[config.mk]
export PLATFORM = sky130hd
export DESIGN_NAME = contador_pontos_bcd
export DESIGN_NICKNAME = d
export VERILOG_FILES = /design/src/rtl/contador_pontos_bcd.sv
export SDC_FILE = /design/constraint.sdc
export NUM_CORES = 1
export LEC_CHECK = 0
export ABC_AREA = 1
export BUFFER_PORTS_ARGS = -buffer_cell sky130_fd_sc_hd__buf_2
export CORE_MARGIN = 2
export CORE_UTILIZATION = 34
export CTS_BUF_LIST = sky130_fd_sc_hd__clkbuf_4
export DETAILED_ROUTE_END_ITERATION = 16
export GPL_ROUTABILITY_DRIVEN = 0
export HOLD_SLACK_MARGIN = 0.08
export PLACE_DENSITY_LB_ADDON = 0.05
export SLEW_MARGIN = 20
export SYNTH_ARGS = -nofsm -noshare
export SYNTH_HDL_FRONTEND = slang
export SYNTH_SLANG_ARGS = --single-unit
[constraint.sdc]
create_clock -name clk -period 4 [get_ports clk]
set_input_delay 0.4 -clock clk [delete_from_list [all_inputs] [get_ports clk]]
set_output_delay 0.4 -clock clk [all_outputs]
set_load 0.01 [all_outputs]
[src/rtl/contador_pontos_bcd.sv]
// Three-digit BCD score counter (000-999) driven by one-shot point requests.
// A rising edge on add1/add2/add3 schedules 1/2/3 single-point increments,
// and a rising edge on sub1 schedules one decrement. Points are applied one
// per clock while busy is high, with BCD carry and borrow between digits.
// Each operation ends with a one-cycle done pulse. Hitting 999 on an
// increment, or 000 on a decrement, sets the sticky sat flag and drops the
// points that are still pending.
//
// state   | meaning
// --------+-----------------------------------------------------------
// IDLE    | waiting for a request rising edge; busy low
// INC     | applying +1 per clock until remaining runs out or 999 hit
// DEC     | applying -1 per clock until remaining runs out or 000 hit

module contador_pontos_bcd (
  input  logic       clk,
  input  logic       nReset,
  input  logic       add1,
  input  logic       add2,
  input  logic       add3,
  input  logic       sub1,
  input  logic       clear,
  output logic [3:0] BCD2,
  output logic [3:0] BCD1,
  output logic [3:0] BCD0,
  output logic       busy,
  output logic       sat,
  output logic       done
);

  localparam logic [1:0] ST_IDLE = 2'd0;
  localparam logic [1:0] ST_INC  = 2'd1;
  localparam logic [1:0] ST_DEC  = 2'd2;

  logic [1:0] state_q, state_d;
  logic [1:0] rem_q, rem_d;
  logic [3:0] dig2_q, dig2_d;
  logic [3:0] dig1_q, dig1_d;
  logic [3:0] dig0_q, dig0_d;
  logic       sat_q, sat_d;
  logic       done_q, done_d;
  // request bit order: {sub1, add3, add2, add1}
  logic [3:0] prior_q, prior_d;

  logic [3:0] req;
  logic [3:0] rise;
  logic [3:0] inc2, inc1, inc0;
  logic [3:0] dec2, dec1, dec0;
  logic       at_max, at_min;

  assign req  = {sub1, add3, add2, add1};
  assign rise = req & ~prior_q;

  assign at_max = (dig2_q == 4'd9) && (dig1_q == 4'd9) && (dig0_q == 4'd9);
  assign at_min = (dig2_q == 4'd0) && (dig1_q == 4'd0) && (dig0_q == 4'd0);

  // BCD +1 with ripple carry; only used when the score is below 999
  always_comb begin
    inc2 = dig2_q;
    inc1 = dig1_q;
    inc0 = dig0_q;
    if (dig0_q == 4'd9) begin
      inc0 = 4'd0;
      if (dig1_q == 4'd9) begin
        inc1 = 4'd0;
        inc2 = dig2_q + 4'd1;
      end else begin
        inc1 = dig1_q + 4'd1;
      end
    end else begin
      inc0 = dig0_q + 4'd1;
    end
  end

  // BCD -1 with ripple borrow; only used when the score is above 000
  always_comb begin
    dec2 = dig2_q;
    dec1 = dig1_q;
    dec0 = dig0_q;
    if (dig0_q == 4'd0) begin
      dec0 = 4'd9;
      if (dig1_q == 4'd0) begin
        dec1 = 4'd9;
        dec2 = dig2_q - 4'd1;
      end else begin
        dec1 = dig1_q - 4'd1;
      end
    end else begin
      dec0 = dig0_q - 4'd1;
    end
  end

  // Sequencer: clear overrides everything, edges only accepted in IDLE
  always_comb begin
    state_d = state_q;
    rem_d   = rem_q;
    dig2_d  = dig2_q;
    dig1_d  = dig1_q;
    dig0_d  = dig0_q;
    sat_d   = sat_q;
    done_d  = 1'b0;
    prior_d = req;

    if (clear) begin
      state_d = ST_IDLE;
      rem_d   = 2'd0;
      dig2_d  = 4'd0;
      dig1_d  = 4'd0;
      dig0_d  = 4'd0;
      sat_d   = 1'b0;
    end else begin
      case (state_q)
        ST_IDLE: begin
          if (rise[3]) begin
            state_d = ST_DEC;
            rem_d   = 2'd1;
          end else if (rise[2]) begin
            state_d = ST_INC;
            rem_d   = 2'd3;
          end else if (rise[1]) begin
            state_d = ST_INC;
            rem_d   = 2'd2;
          end else if (rise[0]) begin
            state_d = ST_INC;
            rem_d   = 2'd1;
          end
        end

        ST_INC: begin
          if (at_max) begin
            sat_d   = 1'b1;
            rem_d   = 2'd0;
            state_d = ST_IDLE;
            done_d  = 1'b1;
          end else begin
            dig2_d = inc2;
            dig1_d = inc1;
            dig0_d = inc0;
            if (rem_q == 2'd1) begin
              rem_d   = 2'd0;
              state_d = ST_IDLE;
              done_d  = 1'b1;
            end else begin
              rem_d = rem_q - 2'd1;
            end
          end
        end

        ST_DEC: begin
          if (at_min) begin
            sat_d   = 1'b1;
            rem_d   = 2'd0;
            state_d = ST_IDLE;
            done_d  = 1'b1;
          end else begin
            dig2_d = dec2;
            dig1_d = dec1;
            dig0_d = dec0;
            if (rem_q == 2'd1) begin
              rem_d   = 2'd0;
              state_d = ST_IDLE;
              done_d  = 1'b1;
            end else begin
              rem_d = rem_q - 2'd1;
            end
          end
        end

        default: begin
          state_d = ST_IDLE;
          rem_d   = 2'd0;
        end
      endcase
    end
  end

  // State registers; reset aborts any operation in flight
  always_ff @(posedge clk or negedge nReset) begin
    if (!nReset) begin
      state_q <= ST_IDLE;
      rem_q   <= 2'd0;
      dig2_q  <= 4'd0;
      dig1_q  <= 4'd0;
      dig0_q  <= 4'd0;
      sat_q   <= 1'b0;
      done_q  <= 1'b0;
      prior_q <= 4'd0;
    end else begin
      state_q <= state_d;
      rem_q   <= rem_d;
      dig2_q  <= dig2_d;
      dig1_q  <= dig1_d;
      dig0_q  <= dig0_d;
      sat_q   <= sat_d;
      done_q  <= done_d;
      prior_q <= prior_d;
    end
  end

  assign BCD2 = dig2_q;
  assign BCD1 = dig1_q;
  assign BCD0 = dig0_q;
  assign busy = (state_q != ST_IDLE);
  assign sat  = sat_q;
  assign done = done_q;

endmodule

==> impl_metrics.tcl <==
set metrics [dict create \
    status "finished clean" \
    max_freq_mhz 440 \
    ys_async_sr_fraction_pct 100 \
    syn_area_sq_um 1740 \
    track_usage_pct 16.0 \
    maxCapViolCount 0 \
    clkSinkCount 22 \
    arrival_ns 2.56 \
    ir_drop_v 0.000213 \
    layout-drive-gt1-share_pct 22.3 \
    root_buffer "clkbuf_4" \
    drt_first_pass_iters 4 \
    worstReg2RegStart "state_q[0]" \
    grt_pass1_wl_mm 6.95 \
    ctsHoldBuffers 1 \
    setup_slack_ns 1.73 \
    yosysUniqueCellTypes 29 \
    place_ws_ns 1.77 \
    totalWireLength_mm 4.05 \
    power_density_nw_per_um2 501 \
    relSlewSlack_pct 50.2 \
    critical_path.most_common_cell "nand2_1" \
    hp-class "in -> reg" \
    startpoint "state_q[0]" \
    synthTopCellsByArea "dfrtp_1 (32%), nand2_1 (15%), inv_1 (5.6%)" \
    insertedDiodeCount 0 \
    critPathKind "reg -> reg" \
    crit_slowest_cell "ha_1" \
    dp.cells 334 \
    design_area_sq_um 1960 \
    placed_area_sq_um 1900 \
    fp-row-count 26 \
    min_from "add3" \
    die_x_um 75.5 \
    core-area_sq_um 5010 \
    h-tree-depth 1 \
    crit_chain "inv_1 > ha_1 > ha_1 > a21oi_1 > nand2_1 > nand2_1 > nand2_1 > nor2_1 > nand4_1 > nand2_1" \
    required_ns 4.29 \
    dp_hpwl_mm 3.00 \
    ctsResizeCount 0 \
    fin_worst_skew_ns 0.00600 \
    die_area_sq_um 5700 \
    final_hold_viol_count 0 \
    port_buffers 21 \
    post-route-drc-count 0 \
    routedWlPerCell_um 12.0 \
    fin_crit_sh_pct 56.8 \
    worst_hold_slack_ns 0.175 \
    setup_viol 0 \
    rsz0062_at_grt "no" \
    via_count 1599 \
    synthesis.nets 263 \
    period_minus_slack_ns 2.27 \
    synth_ff_type "dfrtp_1" \
    antenna_found_initial 0 \
    cts_buffer_depth 2 \
    nets 285 \
    ios 22 \
    ys_warn_count 0 \
    syn_area_per_cell_sq_um 7.01 \
    numCtsBuffers 3 \
    final.setup.tns_ns 0 \
    drt-initial-drc-count 56 \
    yosysSeqAreaShare_pct 31.7 \
    ant_nets 0 \
    dieHeight_um 75.5 \
    slew_violations 0 \
    drt-vias-per-instance 4.72 \
    synthCells 248 \
    final_cells 339 \
    synth_top_cell_area_share_pct 31.7 \
    clk_latency_ns 0.33 \
    cts_tree "yes" \
    critical_path.max_stage_delay_ns 0.65 \
    end_kind "flop" \
    grt_max_degree 23 \
    cts_setup_buffers 0 \
    grt.overflow.total 0 \
    tightest_slew_ns 0.747 \
    first_global_vias 1503 \
    worst-path-buf-inv 1 \
    p_leak_nw 1.02 \
    initial_core_util_pct 34.7 \
    synth_edf_count 0 \
    cp-start-kind "flop" \
    yosysTopAreaCell "dfrtp_1" \
    ys_ff_latch 22 \
    clk_pin_slew_ns 0.15 \
    area_growth_pct 12.9 \
    nFillCells 561 \
    cpLargestDelayFamily "adder cells" \
    cp_max_fo 17 \
]
## cells by family after synthesis
kind of cell	count (synthesis)	synth area share (%)
flops	22	31.7
buf+inv	40	9.42
compound gates	31	10.1
fa+ha+maj	8	6.19
simple gates	144	41.2
xor+xnor	3	1.51
## worst reg2reg max path: cells and delay by family (launching register included)
kind	cells	cell delay (ns)
AO/OA/AOI/OAI	1	0.18
adder cells (fa/ha/maj)	2	1.05
buffers and inverters	1	0.11
flip-flops	1	0.47
AND/OR/NAND/NOR	6	0.41
## layout make-up
| class | instances | area, sq um | share of cell area [%] |
|---|---|---|---|
| clock buffers | 3 | 22.5 | 1.15 |
| flip-flops and latches | 22 | 551 | 28.0 |
| clock inverters | 1 | 30.0 | 1.53 |
| multi-input cells | 186 | 1020 | 52.2 |
| well taps | 70 | 87.6 | 4.46 |
| inverters | 35 | 133 | 6.76 |
| repair buffers | 22 | 115 | 5.86 |
## metal layers
metal	track usage (%)	wire (um)	vias up
li1	-	-	845
met1	22.4	2080	735
met2	25.2	1840	14
met3	1.98	72	5
met4	5.85	55	0
met5	0	0	-
## per-stage QoR
step                      power [mW]  util [%]
after floorplan                0.680         -
after global placement         0.810      37.9
after detailed placement       0.806      37.9
after CTS                      0.997      39.2
after global routing            1.09      39.2
final                          0.984      39.2
## power breakdown
part | internal (mW) | switching, mW | total (mW)
combinational | 0.167 | 0.291 | 0.458
clock | 0.101 | 0.0852 | 0.187
sequential | 0.267 | 0.0722 | 0.339
total | 0.535 | 0.449 | 0.984
## sequential cells by signal (all words and copies together), names as in the netlist
name	flops
BCD0	4
BCD1	4
BCD2	4
done	1
prior_q	4
rem_q	2
sat	1
state_q	2
## cells in the mapped netlist (2+ instances only)
cell      number
nor2_2         6
nand4_1       12
inv_1         26
nand2_2        5
buf_4          3
inv_2          8
dfrtp_1       22
nand3_2        5
o21ai_1        3
o211ai_1       3
nor2_1        25
a21oi_1        8
nand3_1       15
xnor2_1        2
ha_1           7
nor2_4         5
o21ai_0       14
nand2_1       68
## worst paths after layout
kind	slack, ns	end	cells after the start
max in group asynchronous	3.08	state_q[1]	2
min in group asynchronous	0.56	BCD1[2]	2
worst max register to register	1.73	BCD2[3]	10
worst min-delay path	0.18	prior_q[2]	1
worst max-delay path	1.73	BCD2[3]	10
worst min register to register	0.53	sat	2
## cells in the final DEF (no fill, tap or decap), drive strengths merged
cell / netlist / final
buf: 5 / 21
xnor2: 2 / 2
o211ai: 4 / 4
ha: 7 / 7
nand4: 13 / 13
bufinv: 0 / 1
clkinv: 1 / 1
o22ai: 1 / 1
nand2: 74 / 74
xor2: 1 / 1
dfrtp: 22 / 22
a21oi: 8 / 8
clkbuf: 0 / 3
nand3: 21 / 21
dlygate4sd3: 0 / 1
fa: 1 / 1
inv: 34 / 34
nor2: 36 / 36
o21ai: 18 / 18
(Power assumes the default switching activity.)
